$ cat config.mk
export PLATFORM = sky130hd
export DESIGN_NAME = game_round_fsm
export DESIGN_NICKNAME = d
export VERILOG_FILES = /design/src/rtl/game_round_fsm.sv
export SDC_FILE = /design/constraint.sdc
export NUM_CORES = 1
export LEC_CHECK = 0
export CAP_MARGIN = 40
export CORE_MARGIN = 2
export CORE_UTILIZATION = 48
export CTS_CLUSTER_SIZE = 10
export DETAILED_ROUTE_END_ITERATION = 8
export MAX_ROUTING_LAYER = met4
export PLACE_DENSITY = 0.82
export SYNTH_ARGS = -nofsm -noshare
export SYNTH_HDL_FRONTEND = slang
export SYNTH_SLANG_ARGS = --single-unit
$ cat constraint.sdc
create_clock -name clk -period 1.9 [get_ports clk]
set_input_delay 0.38 -clock clk [delete_from_list [all_inputs] [get_ports clk]]
set_output_delay 0.38 -clock clk [all_outputs]
set_load 0.01 [all_outputs]
$ cat src/rtl/game_round_fsm.sv
// Game-flow controller for Whac-A-Mole: setup, countdown delay, play, pause,
// multi-round progression and game over. All outputs are registered so the
// mole generator, timer and display see glitch-free, edge-aligned signals.
//
// Handshake note: there are no valid/ready channels here. start, pause and
// restart are single-cycle strobes, already debounced upstream, and are
// sampled on every rising clk edge. time_over and score_zero are levels.
module game_round_fsm #(
  parameter int ROUNDS       = 3,
  parameter int DELAY_CYCLES = 50,
  parameter int RND_W        = 2,
  parameter int DLY_W        = 6
) (
  input  logic             clk,
  input  logic             rst_n,        // asynchronous, active-high
  input  logic             start,
  input  logic             pause,
  input  logic             restart,
  input  logic             time_over,
  input  logic             score_zero,
  output logic [2:0]       state,
  output logic [RND_W-1:0] round,
  output logic [DLY_W-1:0] delay_cnt,
  output logic             play_en,
  output logic             round_start,
  output logic             game_done
);

  localparam logic [2:0] S_IDLE    = 3'd0;
  localparam logic [2:0] S_SETUP   = 3'd1;
  localparam logic [2:0] S_DELAY   = 3'd2;
  localparam logic [2:0] S_PLAY    = 3'd3;
  localparam logic [2:0] S_PAUSE   = 3'd4;
  localparam logic [2:0] S_RND_END = 3'd5;
  localparam logic [2:0] S_OVER    = 3'd6;

  localparam logic [RND_W-1:0] LAST_RND = RND_W'(ROUNDS - 1);
  localparam logic [DLY_W-1:0] DLY_LOAD = DLY_W'(DELAY_CYCLES - 1);

  logic [2:0]       state_q, state_d;
  logic [RND_W-1:0] round_q, round_d;
  logic [DLY_W-1:0] dly_q, dly_d;
  logic             play_en_q, play_en_d;
  logic             rstart_q, rstart_d;
  logic             done_q, done_d;

  // Next-state, round and delay counter; restart overrides every state rule.
  always_comb begin
    state_d = state_q;
    round_d = round_q;
    dly_d   = dly_q;
    if (restart && (state_q != S_IDLE)) begin
      state_d = S_SETUP;
      round_d = '0;
      dly_d   = '0;
    end else begin
      case (state_q)
        S_IDLE: state_d = S_SETUP;
        S_SETUP: begin
          if (start) begin
            state_d = S_DELAY;
            dly_d   = DLY_LOAD;
            round_d = '0;
          end
        end
        S_DELAY: begin
          // The counter shows remaining cycles minus one, so the cycle that
          // reads zero is the last DELAY cycle.
          if (dly_q == '0) state_d = S_PLAY;
          else             dly_d   = dly_q - 1'b1;
        end
        S_PLAY: begin
          if (score_zero)     state_d = S_OVER;
          else if (time_over) state_d = S_RND_END;
          else if (pause)     state_d = S_PAUSE;
        end
        S_PAUSE: begin
          if (pause) state_d = S_PLAY;
        end
        S_RND_END: begin
          if (round_q == LAST_RND) begin
            state_d = S_OVER;
          end else begin
            state_d = S_DELAY;
            round_d = round_q + 1'b1;
            dly_d   = DLY_LOAD;
          end
        end
        S_OVER: state_d = S_OVER;
        default: state_d = S_IDLE;
      endcase
    end
  end

  // Registered status outputs derived from the transition being taken.
  always_comb begin
    play_en_d = (state_d == S_PLAY);
    rstart_d  = (state_q == S_DELAY) && (state_d == S_PLAY);
    done_d    = (state_q != S_OVER) && (state_d == S_OVER);
  end

  // State and output registers with asynchronous active-high reset.
  always_ff @(posedge clk or posedge rst_n) begin
    if (rst_n) begin
      state_q   <= S_IDLE;
      round_q   <= '0;
      dly_q     <= '0;
      play_en_q <= 1'b0;
      rstart_q  <= 1'b0;
      done_q    <= 1'b0;
    end else begin
      state_q   <= state_d;
      round_q   <= round_d;
      dly_q     <= dly_d;
      play_en_q <= play_en_d;
      rstart_q  <= rstart_d;
      done_q    <= done_d;
    end
  end

  assign state       = state_q;
  assign round       = round_q;
  assign delay_cnt   = dly_q;
  assign play_en     = play_en_q;
  assign round_start = rstart_q;
  assign game_done   = done_q;

endmodule

Yosys cells after proc, flatten, opt, wreduce, memory -nomap -nowiden

Index checks and enable logic that the tools add are counted.

Bits in registers: 14
Input bits: 7
Output and inout port bits: 14

Add/subtract/negate cells: 2
Equality and inequality tests: 13
Muxes and demuxes: 18
Reductions and logical operators: 10

Operators with widths:

| cell                | count |
|---|---|
| $mux 3              | 8 |
| $mux 6              | 4 |
| $pmux 3 s7          | 1 |
| $pmux 6 s3          | 1 |
| $eq 3x3->1 const B  | 4 |
| $ne 3x3->1 const B  | 4 |
| $eq 3x2->1 const B  | 3 |
| $logic_not 6->1     | 1 |
| $mux 2              | 3 |
| $reduce_bool 3->1   | 2 |
| $sub 6x1->6 const B | 1 |
| $pmux 2 s2          | 1 |
| $reduce_and 4->1    | 1 |
| $reduce_bool 4->1   | 1 |
| $eq 3x1->1 const B  | 1 |
| $logic_and 1x1->1   | 3 |
| $logic_not 3->1     | 1 |
| $reduce_and 3->1    | 1 |
| $add 2x1->2 const B | 1 |
| $eq 2x2->1 const B  | 1 |

Depth between registers and ports, before layout

Gate-level depths: netlist (run 1).

Depth in word-level cells: 7
Mapped depth: 6
Depth with buffers taken out: 6

Least setup slack after synthesis (run 1)

Ideal clock, no wire load.

Kind: flip-flop to flip-flop
Start: register dly_q[0] (netlist: delay_cnt[0])
End: register rstart_q (netlist: round_start)
Arrival: 1.306 ns
Data required time: 1.762 ns
Setup slack: 0.456 ns
Cell stages (with the launch flop): 7
Buffers on the path: 0
Clock period less this slack: 1.444 ns
Cells stage by stage: dfrtp_1 > inv_1 > ha_1 > nand2b_1 > nor3_1 > nor4_1 > nor3_1

Longest elaborated chain between the ends: 6

Ends and longest elaborated chain:

| element                | line | source |
|---|---|---|
| from (decl)            | 42   | `logic [DLY_W-1:0] dly_q, dly_d;` |
| from (signal assigned) | 114  | `dly_q <= dly_d;` |
| $logic_not 6->1        | 69   | `if (dly_q == '0) state_d = S_PLAY;` |
| $mux 3                 | 69   |  |
| $pmux 3 s7             | 57   | `case (state_q)` |
| $mux 3                 | 52   | `if (restart && (state_q != S_IDLE)) begin` |
| $eq 3x2->1             | 98   | `rstart_d = (state_q == S_DELAY) && (state_d == S_PLAY);` |
| $logic_and 1x1->1      | 98   |  |
| named net rstart_d     | 44   | `logic rstart_q, rstart_d;` |
| to (signal assigned)   | 116  | `rstart_q <= rstart_d;` |
| to (decl)              | 44   |  |

The timed path passes the listed nets, and every way through them passes these cells.
A chain may end at the register's enable or synchronous reset.

Worst setup path in the final report (run 1)

Start: register state_q[2] (netlist: state[2])
End: output port state[2]

RTL lines:

| element                | line | source |
|---|---|---|
| from (decl)            | 40   | `logic [2:0] state_q, state_d;` |
| from (signal assigned) | 112  | `state_q <= state_d;` |
| to (decl)              | 21   | `output logic [2:0] state,` |

No word-level cell between the ends.

==> results of run 1 <==
## state kept, by name, indices dropped and copies added (netlist names)
name / count
round_start: 1
game_done: 1
play_en: 1
round: 2
delay_cnt: 6
state: 3
## per-stage QoR
step	worst slack (ns)	hold slack, ns	std cells	power (mW)	util, %
after floorplan	0.456	0.269	101	0.828	-
after global placement	0.109	0.550	145	1.05	65.2
after detailed placement	0.0314	0.555	145	1.06	65.2
after CTS	0.102	0.443	149	1.28	67.4
after global routing	0.0431	0.491	149	1.37	67.4
final	0.120	0.428	149	1.28	67.4
## path summary, 6_finish.rpt
kind | depth (start not counted) | start | endpoint | slack (ns)
max | 1 | state[2] | state[2] | 0.12
min | 2 | rst_n | delay_cnt[3] | 0.43
max reg2reg | 6 | delay_cnt[0] | round_start | 0.24
min reg2reg | 1 | delay_cnt[4] | delay_cnt[4] | 0.57
max in group asynchronous | 2 | rst_n | state[0] | 1.09
min in group clk | 1 | delay_cnt[4] | delay_cnt[4] | 0.57
## worst reg2reg max path, cell delays in order, from the launching register on
cell,delay (ns)
dfrtp_1,0.42
inv_1,0.11
ha_1,0.23
nand2b_1,0.12
nor3_1,0.08
nor4_1,0.48
nor3_1,0.10
## cells by family (layout without fill, tap and decap cells)
| kind of cell | Yosys count | in the layout | share of synthesized area, % |
|---|---|---|---|
| simple gates | 39 | 39 | 26.9 |
| compound gates | 35 | 35 | 26.2 |
| flops | 14 | 14 | 38.3 |
| buf+inv | 10 | 33 | 4.51 |
| fa+ha+maj | 3 | 3 | 4.10 |
## cells in the mapped netlist, types with 2 or more instances
cell	count	share of area, %
nor3b_2	2	2.7
dfrtp_1	14	38
nand2b_1	9	6.1
o21ai_0	2	1.1
o21ai_1	2	1.1
ha_1	3	4.1
nand2_1	4	1.6
inv_1	6	2.5
a21oi_1	10	5.5
nor3_1	4	2.2
nor2_1	4	1.6
a31o_1	2	1.9
a211oi_1	2	1.6
o31ai_1	4	3.3
and2_1	2	1.4
nor2b_1	5	3.4
buf_2	3	1.6
## per-layer routing
metal | part of all wire, % | routed length [um]
met3 | 4.6 | 93
met1 | 48 | 978
met5 | 0 | 0
met4 | 2.0 | 40
met2 | 45 | 909
## layout make-up
cell class | instances | area [um2]
Clock buffer | 4 | 36.3
Fill cell | 165 | 576
Inverter | 6 | 22.5
Multi-Input combinational cell | 77 | 524
Sequential cell | 14 | 352
Tap cell | 25 | 31.3
Timing Repair Buffer | 23 | 223
## where the power goes
group	switching [mW]	total, mW	internal (mW)
Clock	0.0932	0.210	0.117
Combinational	0.303	0.611	0.308
Sequential	0.0955	0.456	0.360
==> flow_metrics.tcl, run 1 <==
set metrics [dict create \
    status "finished, final reports clean" \
    first_global_vias 755 \
    clock_latency_ns 0.28 \
    syn-num-nets 111 \
    start_util_pct 51.9 \
    p_per_area_nw_per_um2 1070 \
    drtPass1Iterations 4 \
    syn2layout_area_growth_pct 29.8 \
    portBuffers 20 \
    start_kind "register" \
    synth.distinct_cells 40 \
    hold_viol 0 \
    synth_ff_type "dfrtp_1" \
    tightest_slew_ns 0.526 \
    track_usage_pct 21.9 \
    hp-class "input port to asynchronous set/reset pin" \
    fin_skew_ns 0.00132 \
    layout_common_cells "clkdlybuf4s50_1 (20), dfrtp_1 (13), a21oi_1 (10)" \
    cts_buffer_depth 2 \
    globalplace.congestion 0.896 \
    critPathSlowestCell "clkdlybuf4s50_1" \
    row_count 15 \
    arrival_ns 1.40 \
    io_pins 21 \
    cts_inserted_buffers 3 \
    fin_area_um2 1190 \
    finalCritPeriodShare_pct 93.7 \
    drt-wirelength-per-cell_um 13.6 \
    die_height_um 47.7 \
    synthCells 101 \
    cts.sinks 14 \
    path_delay_family "buffers and inverters" \
    fmax_ghz 0.562 \
    ys_ff_latch 14 \
    cp_max_fo 11 \
    dieArea_um2 2270 \
    dpl.hpwl_mm 1.57 \
    ys_warn_count 0 \
    grt_util_met2_pct 32.3 \
    drt_drc_violations_left 0 \
    htree_levels 1 \
    diodes 0 \
    crit_type "register to primary output" \
    maxCapViolCount 0 \
    ys_seq_area_share_pct 38.3 \
    rsz0062_at_grt "no" \
    syn_avg_cell_area_um2 9.07 \
    grt_max_degree 17 \
    postPlaceCellArea_um2 1150 \
    end_kind "primary output" \
    clk_pin_slew_worst_paths_ns 0.08 \
    cts_hold_buf 0 \
    via_per_inst 5.61 \
    ir_drop_uv 731 \
    wirelength_mm 2.02 \
    setup_viol 0 \
    p_leak_nw 0.508 \
    antenna_found_initial 0 \
    core_um2 1760 \
    final.setup.tns_ns 0 \
    first_iter_violations 13 \
    top_usage_layer "met2" \
    syn_area_um2 916 \
    cts-root-buf "clkbuf_4" \
    cp_num_buf_inv 1 \
    min_period_ns 1.78 \
    dieWidth_um 47.7 \
    cts_resized 1 \
    use_met3_pct 6.79 \
    layout_commonest_cell "clkdlybuf4s50_1" \
    max_slew_margin_pct 64.9 \
    drive_above_1_share_pct 9.68 \
    vias 836 \
    async_reset_ff_share_pct 100 \
    overflow 0 \
    cpPeakStageDelay_ns 0.60 \
    crit_chain "clkdlybuf4s50_1" \
    post-cts-setup-buffer-count 0 \
    slew_viol_final 0 \
    final_nets 135 \
    synth-edff-count 0 \
    grt_pass1_wl_mm 3.28 \
    worstPathRequired_ns 1.52 \
    tritoncts "yes" \
    antenna_left 0 \
    grtUsageMet1_pct 28.2 \
]
(Power assumes the default switching activity.)
==> inputs of run 2 (changes only) <==
CORE_UTILIZATION = 50   (was 48)
PLACE_DENSITY = 0.85   (was 0.82)
clock period = 2.3 ns   (was 1.9 ns; I/O delays follow)
==> flow_metrics.tcl, run 2 (synthesized netlist as in run 1, its figures left out) <==
set metrics [dict create \
    status "finished, final reports clean" \
    comb_power_share_pct 45.6 \
    htree_levels 1 \
    cts-root-buf "clkbuf_4" \
    critPathSlowestCell "dfrtp_1" \
    antenna_found_initial 0 \
    slew_viol_final 0 \
    dr_wl_met3_um 87 \
    first_iter_violations 19 \
    p_sw_share_pct 40.5 \
    layout_common_cells "clkdlybuf4s50_1 (20), dfrtp_1 (14), a21oi_1 (10)" \
    globalplace.congestion 0.927 \
    post-cts-setup-buffer-count 0 \
    tritoncts "yes" \
    switching_power_mw 0.434 \
    vias 860 \
    grt_max_degree 17 \
    io_pins 21 \
    drive_above_1_share_pct 6.61 \
    dpl.hpwl_mm 1.56 \
    crit_type "register to primary output" \
    cell_internal_pwr_mw 0.637 \
    largest_reg_flops 6 \
    setup_viol 0 \
    hold_viol 0 \
    cp_num_buf_inv 1 \
    min_period_ns 2.03 \
    diodes 0 \
    setup_ws_ns 0.266 \
    drt-wirelength-per-cell_um 15.5 \
    maxCapViolCount 0 \
    layout_commonest_cell "clkdlybuf4s50_1" \
    cts_buffer_depth 2 \
    p_leak_nw 0.493 \
    row_count 15 \
    track_usage_pct 24.2 \
    overflow 0 \
    tightest_slew_ns 0.569 \
    cp_max_fo 16 \
    highest_layer "met4" \
    path_delay_family "flip-flops" \
    seqPwrFrac_pct 36.5 \
    finalCritPeriodShare_pct 88.4 \
    start_kind "register" \
    ir_drop_uv 639 \
    cts_resized 0 \
    dieWidth_um 46.8 \
    portBuffers 20 \
    crit_chain "clkdlybuf4s50_1" \
    end_kind "primary output" \
    clock_latency_ns 0.30 \
    p_per_area_nw_per_um2 919 \
    fmax_ghz 0.492 \
    cpPeakStageDelay_ns 0.65 \
    via_per_inst 5.89 \
    cts_inserted_buffers 3 \
    arrival_ns 1.57 \
    clk_pin_slew_worst_paths_ns 0.09 \
    m1WireLength_mm 1.06 \
    dieArea_um2 2190 \
    detailedPlace.worstSlack_ns 0.297 \
    drt_drc_violations_left 0 \
    die_height_um 46.8 \
    met2_length_mm 1.10 \
    drtPass1Iterations 4 \
    core_um2 1730 \
    grt_pass1_wl_mm 3.65 \
    wirelength_mm 2.26 \
    first_global_vias 827 \
    fill_cells 149 \
    syn2layout_area_growth_pct 27.2 \
    rsz0062_at_grt "no" \
    final.setup.tns_ns 0 \
    cts_hold_buf 0 \
    cts.sinks 14 \
    worstPathRequired_ns 1.84 \
    final_nets 132 \
    clkPwrFrac_pct 17.8 \
    fin_skew_ns 0.00163 \
    start_util_pct 53.0 \
    hp-class "input port to asynchronous set/reset pin" \
    max_slew_margin_pct 61.8 \
    antenna_left 0 \
]
-- run 2: cell count changes in the layout (fill, tap and decap cells not counted), sizes merged --
cell,previous run,this run
buf,3,0
-- run 2: layer usage --
layer / vias up / global-route usage [%]
li1: 414 / -
met1: 411 / 31.0
met2: 30 / 39.7
met3: 5 / 3.46
met4: 0 / 7.22
met5: - / -
-- run 2: through the flow --
| step | instance area, um2 | power (mW) | hold WS, ns | cells | utilization (%) |
|---|---|---|---|---|---|
| after global placement | 1130 | 0.850 | 0.564 | 142 | 65.4 |
| after global routing | 1160 | 1.13 | 0.572 | 146 | 67.5 |
| after floorplan | 916 | 0.684 | 0.349 | 101 | - |
| final | 1160 | 1.07 | 0.492 | 146 | 67.5 |
| after detailed placement | 1130 | 0.867 | 0.561 | 142 | 65.4 |
| after CTS | 1160 | 1.06 | 0.525 | 146 | 67.5 |
-- run 2: power by group through the flow --
| stage | Clock, mW | Sequential (mW) | Combinational [mW] |
|---|---|---|---|
| after global routing | 0.198 | 0.403 | 0.533 |
| after global placement | 0 | 0.387 | 0.463 |
| after CTS | 0.186 | 0.388 | 0.487 |
| after detailed placement | 0 | 0.390 | 0.477 |
| after floorplan | 0 | 0.378 | 0.305 |
| final | 0.191 | 0.391 | 0.488 |
-- run 2: worst paths after layout --
| kind | slack (ns) | end | cells after the start | from |
|---|---|---|---|---|
| max reg2reg | 0.63 | delay_cnt[2] | 4 | state[2] |
| max | 0.27 | state[0] | 1 | state[0] |
| min in group clk | 0.58 | round[0] | 2 | round[0] |
| min | 0.49 | play_en | 2 | rst_n |
| min reg2reg | 0.58 | round[0] | 2 | round[0] |
| max in group asynchronous | 1.46 | delay_cnt[0] | 2 | rst_n |
-- run 2: layout make-up --
cell class / count / area, um2 / share of cell area (%)
Clock buffer: 4 / 36.3 / 3.11
Inverter: 6 / 22.5 / 1.93
Multi-Input combinational cell: 77 / 524 / 45.0
Sequential cell: 14 / 350 / 30.1
Tap cell: 25 / 31.3 / 2.69
Timing Repair Buffer: 20 / 200 / 17.2
